File: src/rtl/psram_sched_pkg.sv
// psram_sched_pkg: shared encodings for the PSRAM transaction scheduler.
// FSM states, core command type codes, arbiter grant encodings and a
// helper that builds a command type from (is_mem, wr).
package psram_sched_pkg;

    typedef enum logic [1:0] {
        PSRAM_SCHED_IDLE  = 2'd0,
        PSRAM_SCHED_ISSUE = 2'd1,
        PSRAM_SCHED_WAIT  = 2'd2,
        PSRAM_SCHED_GAP   = 2'd3
    } sched_state_t;

    // Command codes are laid out as {is_mem, wr} so cmd_type() is a concat.
    localparam logic [1:0] PSRAM_CMD_CFG_RD = 2'd0;
    localparam logic [1:0] PSRAM_CMD_CFG_WR = 2'd1;
    localparam logic [1:0] PSRAM_CMD_MEM_RD = 2'd2;
    localparam logic [1:0] PSRAM_CMD_MEM_WR = 2'd3;

    typedef enum logic {
        PSRAM_GNT_CFG = 1'b0,
        PSRAM_GNT_MEM = 1'b1
    } grant_t;

    function automatic logic [1:0] cmd_type(input logic is_mem, input logic wr);
        return {is_mem, wr};
    endfunction

endpackage

File: src/rtl/psram_sched_rr_arb2.sv
// psram_sched_rr_arb2: two-requester round-robin arbiter (config vs memory).
// Grants are combinational from the requests and the last_grant register;
// on a contest the requester opposite to last_grant wins. Reset leaves
// last_grant at MEM so config wins the first contest.
module psram_sched_rr_arb2
    import psram_sched_pkg::*;
(
    input  logic clk,
    input  logic rst_n,
    input  logic enable,
    input  logic cfg_req,
    input  logic mem_req,
    output logic cfg_gnt,
    output logic mem_gnt
);

    grant_t last_grant;

    assign cfg_gnt = enable & cfg_req & (~mem_req | (last_grant == PSRAM_GNT_MEM));
    assign mem_gnt = enable & mem_req & (~cfg_req | (last_grant == PSRAM_GNT_CFG));

    // Remember who was served last so the other side wins the next contest.
    always_ff @(posedge clk or negedge rst_n) begin
        if (!rst_n) begin
            last_grant <= PSRAM_GNT_MEM;
        end else if (cfg_gnt) begin
            last_grant <= PSRAM_GNT_CFG;
        end else if (mem_gnt) begin
            last_grant <= PSRAM_GNT_MEM;
        end
    end

endmodule

File: src/rtl/psram_sched.sv
// psram_sched: transaction scheduler in front of the PSRAM OPI core.
// Arbitrates config and memory requests, issues one command at a time,
// waits for core completion and enforces a minimum CE-high gap.
// Optional macro PSRAM_BURST_SPLIT_EN: split long memory bursts into
// chunks of max_beats_i+1 beats (max_beats_i ignored when undefined).
module psram_sched
    import psram_sched_pkg::*;
#(
    parameter int ADDR_WIDTH = 32,
    parameter int LEN_WIDTH  = 8,
    parameter int GAP_WIDTH  = 4,
    parameter int BEAT_BYTES = 2
) (
    input  logic                  clk_i,
    input  logic                  rst_n_i,
    input  logic                  en_i,
    input  logic                  cfg_valid_i,
    output logic                  cfg_ready_o,
    input  logic                  cfg_wr_i,
    input  logic [7:0]            cfg_ma_i,
    input  logic                  mem_valid_i,
    output logic                  mem_ready_o,
    input  logic                  mem_wr_i,
    input  logic [ADDR_WIDTH-1:0] mem_addr_i,
    input  logic [LEN_WIDTH-1:0]  mem_len_i,
    input  logic [GAP_WIDTH-1:0]  tcph_i,
    input  logic [LEN_WIDTH-1:0]  max_beats_i,
    output logic                  core_start_o,
    output logic [1:0]            core_type_o,
    output logic [ADDR_WIDTH-1:0] core_addr_o,
    output logic [LEN_WIDTH-1:0]  core_len_o,
    input  logic                  core_done_i,
    output logic                  cfg_done_o,
    output logic                  mem_done_o,
    output logic                  busy_o
);

    // Beat counts (not beats-1) need one extra bit so len=all-ones fits.
    localparam int RW = LEN_WIDTH + 1;

    sched_state_t          state;
    logic                  cfg_gnt;
    logic                  mem_gnt;
    logic                  req_is_mem;
    logic [RW-1:0]         rem_beats;
    logic [RW-1:0]         limit_r;
    logic [RW-1:0]         new_beats;
    logic [RW-1:0]         new_limit;
    logic [RW-1:0]         new_chunk;
    logic [RW-1:0]         next_chunk;
    logic [ADDR_WIDTH-1:0] next_addr;
    logic [GAP_WIDTH-1:0]  gap_cnt;

    // Beats to issue in the next command; a limit of 0 means unlimited.
    function automatic logic [RW-1:0] chunk_beats(input logic [RW-1:0] beats,
                                                  input logic [RW-1:0] limit);
        if ((limit != '0) && (beats > limit)) begin
            return limit;
        end
        return beats;
    endfunction

    // Byte distance covered by a chunk; wraps modulo 2^ADDR_WIDTH.
    function automatic logic [ADDR_WIDTH-1:0] chunk_bytes(input logic [RW-1:0] beats);
        return ADDR_WIDTH'(beats) * ADDR_WIDTH'(BEAT_BYTES);
    endfunction

    psram_sched_rr_arb2 u_arb (
        .clk     (clk_i),
        .rst_n   (rst_n_i),
        .enable  (en_i & (state == PSRAM_SCHED_IDLE)),
        .cfg_req (cfg_valid_i),
        .mem_req (mem_valid_i),
        .cfg_gnt (cfg_gnt),
        .mem_gnt (mem_gnt)
    );

    assign cfg_ready_o = cfg_gnt;
    assign mem_ready_o = mem_gnt;
    assign busy_o      = (state != PSRAM_SCHED_IDLE);

    assign new_beats = RW'(mem_len_i) + RW'(1);

`ifdef PSRAM_BURST_SPLIT_EN
    assign new_limit = (max_beats_i == '0) ? '0 : (RW'(max_beats_i) + RW'(1));
`else
    logic unused_max_beats;
    assign unused_max_beats = ^max_beats_i;
    assign new_limit        = '0;
`endif

    assign new_chunk  = chunk_beats(new_beats, new_limit);
    assign next_chunk = chunk_beats(rem_beats, limit_r);

    // Scheduler FSM: accept, issue, wait for the core, then hold CE high.
    always_ff @(posedge clk_i or negedge rst_n_i) begin
        if (!rst_n_i) begin
            state        <= PSRAM_SCHED_IDLE;
            core_start_o <= 1'b0;
            core_type_o  <= 2'd0;
            core_addr_o  <= '0;
            core_len_o   <= '0;
            cfg_done_o   <= 1'b0;
            mem_done_o   <= 1'b0;
            req_is_mem   <= 1'b0;
            rem_beats    <= '0;
            limit_r      <= '0;
            next_addr    <= '0;
            gap_cnt      <= '0;
        end else begin
            core_start_o <= 1'b0;
            cfg_done_o   <= 1'b0;
            mem_done_o   <= 1'b0;
            case (state)
                PSRAM_SCHED_IDLE: begin
                    if (cfg_gnt) begin
                        core_type_o  <= cmd_type(1'b0, cfg_wr_i);
                        core_addr_o  <= ADDR_WIDTH'(cfg_ma_i);
                        core_len_o   <= '0;
                        req_is_mem   <= 1'b0;
                        rem_beats    <= '0;
                        limit_r      <= '0;
                        core_start_o <= 1'b1;
                        state        <= PSRAM_SCHED_ISSUE;
                    end else if (mem_gnt) begin
                        core_type_o  <= cmd_type(1'b1, mem_wr_i);
                        core_addr_o  <= mem_addr_i;
                        core_len_o   <= LEN_WIDTH'(new_chunk - RW'(1));
                        req_is_mem   <= 1'b1;
                        rem_beats    <= new_beats - new_chunk;
                        limit_r      <= new_limit;
                        next_addr    <= mem_addr_i + chunk_bytes(new_chunk);
                        core_start_o <= 1'b1;
                        state        <= PSRAM_SCHED_ISSUE;
                    end
                end
                PSRAM_SCHED_ISSUE: begin
                    state <= PSRAM_SCHED_WAIT;
                end
                PSRAM_SCHED_WAIT: begin
                    if (core_done_i) begin
                        gap_cnt <= tcph_i;
                        state   <= PSRAM_SCHED_GAP;
                        // Done is reported only once the last chunk completes.
                        if (rem_beats == '0) begin
                            if (req_is_mem) begin
                                mem_done_o <= 1'b1;
                            end else begin
                                cfg_done_o <= 1'b1;
                            end
                        end
                    end
                end
                PSRAM_SCHED_GAP: begin
                    if (gap_cnt == '0) begin
                        if (rem_beats != '0) begin
                            core_addr_o  <= next_addr;
                            core_len_o   <= LEN_WIDTH'(next_chunk - RW'(1));
                            rem_beats    <= rem_beats - next_chunk;
                            next_addr    <= next_addr + chunk_bytes(next_chunk);
                            core_start_o <= 1'b1;
                            state        <= PSRAM_SCHED_ISSUE;
                        end else begin
                            state <= PSRAM_SCHED_IDLE;
                        end
                    end else begin
                        gap_cnt <= gap_cnt - GAP_WIDTH'(1);
                    end
                end
                default: begin
                    state <= PSRAM_SCHED_IDLE;
                end
            endcase
        end
    end

endmodule

File: config.mk
export PLATFORM = sky130hd
export DESIGN_NAME = psram_sched
export DESIGN_NICKNAME = d
export VERILOG_FILES = /design/src/rtl/psram_sched_pkg.sv /design/src/rtl/psram_sched_rr_arb2.sv /design/src/rtl/psram_sched.sv
export SDC_FILE = /design/constraint.sdc
export NUM_CORES = 1
export LEC_CHECK = 0
export BUFFER_PORTS_ARGS = -buffer_cell sky130_fd_sc_hd__buf_2
export CAP_MARGIN = 10
export CORE_MARGIN = 3
export CORE_UTILIZATION = 45
export CTS_BUF_LIST = sky130_fd_sc_hd__clkbuf_8
export DETAILED_ROUTE_END_ITERATION = 6
export GPL_TIMING_DRIVEN = 1
export PLACE_DENSITY = 0.87
export SYNTH_ARGS = -nofsm -noshare
export SYNTH_HDL_FRONTEND = slang
export SYNTH_SLANG_ARGS = --single-unit
File: constraint.sdc
create_clock -name clk_i -period 2.7 [get_ports clk_i]
set_clock_uncertainty 0.2 [all_clocks]
set_input_delay 0.27 -clock clk_i [delete_from_list [all_inputs] [get_ports clk_i]]
set_output_delay 0.27 -clock clk_i [all_outputs]
set_load 0.02 [all_outputs]
==> metrics.cfg <==
[timing]
setup_viol=0
fin_crit_sh_pct=86.3
tightest_slew_ps=523
min_period_ps=2330
relSlewSlack_pct=64.9
hold_ws_ps=7.63
rsz0062_at_grt=no
final.setup.tns_ps=0
fmaxAchievable_mhz=429
hold_violations=0
slew_viol_final=0

[worst_hold_path]
min_path_type=input pin to register

[global_routing]
track_usage_pct=19.7
grt_start_max_net_pins=49
overflow=0
antenna_found_initial=0
grt_pass1_wl_um=9650
grt_pass1_vias=1998

[pwr]
seq_power_share_pct=39.9
swShare_pct=40.7
leakagePower_uw=0.00174
p_switching_uw=1320
ir_drop_mv=0.487
internal_power_uw=1920
combPwrFrac_pct=46.7
power_density_nw_per_um2=972
p_clk_share_pct=13.4

[synthesis]
synthCells=219
synth_edf_count=0
synth_commonest_cells=dfrtp_1 (51), a22o_1 (31), nand2_1 (16), o21ai_0 (16), clkbuf_1 (14)
ys_seq_area_share_pct=54.7
async_flop_share_pct=100
yosysUniqueCellTypes=31
synth_top_area_share_pct=53.6
ys.flop_type=dfrtp_1
syn-cell-area_um2=2380
syn_area_per_cell_um2=10.9
synth_most_common_cell=dfrtp_1
synth_nets=294
ys_ff_latch=52
synth_area_leader_cell=dfrtp_1
synth_area_leaders=dfrtp_1 (54%), a22o_1 (11%), mux2i_1 (4.6%), ha_1 (3.7%), o21ai_0 (3.4%)
synth_warnings=0

[final_layout]
fin_nets=424
syn_to_final_growth_pct=39.9
diodes=0
drive_gt1_share_pct=34.9
fin_area_um2=3330

[cts]
clk_path_buf_depth=2
numCtsBuffers=5
cts-root-buf=clkbuf_8
clk_latency_ps=300
clkTransAtPathRegs_ps=80
cts_tree=built
cts_setup_buffers=0
cts.htree.levels=2
clock_sinks=52

[place]
gp_congestion=0.795
placed_cell_area_um2=2990
port_buffers=107
dpl.hpwl_um=4160

[critical_path]
critical_path_class=register to output pin
max_stage_delay_ps=410
crit_slowest_cell=dfrtp_1
worst_ep_required_time_ps=2230
cp-start-kind=register
cp_max_fo=12
crit_chain=inv_1 > ha_1 > nand3_1 > a21oi_1 > buf_4 > buf_2
arrival_ps=1860
endpoint_kind=output pin

[detailed_routing]
drc=0
wl_per_cell_um=14.1
drt_first_pass_iters=4
drt_iter0_markers=79
drt-vias-per-instance=4.99
vias=2079
totalWireLength_um=5890
postRouteAntennaNets=0

[die]
start_util_pct=48.5
fp.coreArea_um2=4910
die_h_um=78.7
die_w_um=78.7
die_area_um2=6200
ioPinCount=116
num_rows=25

[status]
status=completed

[job]
max_cap_violations=0

-- flip-flops by register name, summed over array words and instances (netlist names) --
signal	cells
mem_done_o	1
core_addr_o	32
core_type_o	2
gap_cnt	4
cfg_done_o	1
core_start_o	1
u_arb.last_grant	1
core_len_o	8
state	2
-- metal layers --
metal	vias to the layer above	GRT usage [%]	routed length (µm)
met5	-	0	0
met3	9	3.40	265
met4	0	6.47	85
met2	60	35.1	3090
met1	981	24.1	2440
li1	1029	-	-
-- cell usage in the layout, fill, tap and decap left out, types with 7 or more instances in the layout --
cell type      Yosys  routed
buf_2              0     107
dfrtp_1           51      51
a22o_1            31      31
dlygate4sd3_1      0      25
nand2_1           16      16
o21ai_0           16      16
inv_1             13      15
nor2_1            11      11
mux2i_1           11      11
nand3_1            9       9
ha_1               7       7
-- cells by family (layout without fill, tap and decap cells) --
logic type | Yosys count | after routing | share of synthesized area, %
mux | 11 | 11 | 4.63
buf+inv | 28 | 159 | 4.57
flops | 52 | 52 | 54.7
xor+xnor | 11 | 11 | 4.05
simple gates | 50 | 50 | 9.83
fa+ha+maj | 7 | 7 | 3.68
compound gates | 60 | 60 | 18.5
-- power groups by stage --
stage / Sequential, µW / Combinational [µW] / Clock, µW
final: 1290 / 1510 / 435
after global routing: 1330 / 1650 / 480
after CTS: 1290 / 1520 / 450
after detailed placement: 1290 / 1490 / 0
after global placement: 1280 / 1430 / 0
after floorplan: 1590 / 670 / 0
-- worst max-delay path: cells and delay by family (launching register included) --
family                   cells  cell delay (ps)
AND/OR/NAND/NOR              1              130
AO/OA/AOI/OAI                1              190
flip-flops                   1              410
buffers and inverters        3              560
adder cells (fa/ha/maj)      1              280
-- repair_timing --
| item | in CTS | in global routing |
|---|---|---|
| resized for setup | 0 | 1 |
| hold buffers | 24 | 1 |
| endpoints found under the hold margin | 35 | 1 |
| endpoints found under the setup margin | 0 | 8 |
-- cell type report --
cell class / count / area, µm²
Fill cell: 394 / 1580
Sequential cell: 52 / 1300
Multi-Input combinational cell: 139 / 973
Timing Repair Buffer: 138 / 831
Tap cell: 67 / 83.8
Clock buffer: 6 / 82.6
Inverter: 13 / 48.8
Clock inverter: 2 / 7.51
-- stage by stage --
stage          power, µW  worst slack [ps]  std cells  utilization, %
3_5_place_dp        2780               212        384            60.8
4_1_cts             3250               191        416            67.5
5_1_grt             3460               241        417            67.8
2_1_floorplan       2260               217        219               -
6_report            3240               369        417            67.8
3_3_place_gp        2710               302        384            60.8
-- path summary, 6_finish.rpt --
path                                            startpoint  cells after the start  slack [ps]                           to
worst max-delay path                  state[0]$_DFFE_PN0P_                      6         370                  cfg_ready_o
worst min-delay path                        mem_addr_i[23]                      2           8  core_addr_o[23]$_DFFE_PN0P_
worst max register to register        state[0]$_DFFE_PN0P_                      7         420  core_addr_o[24]$_DFFE_PN0P_
worst min register to register  core_addr_o[2]$_DFFE_PN0P_                      2         290   core_addr_o[2]$_DFFE_PN0P_
max in group asynchronous                          rst_n_i                      3        1560  core_addr_o[25]$_DFFE_PN0P_
min in group asynchronous                          rst_n_i                      2         170         mem_done_o$_DFF_PN0_
No activity file was read; power rests on OpenSTA's default activity.
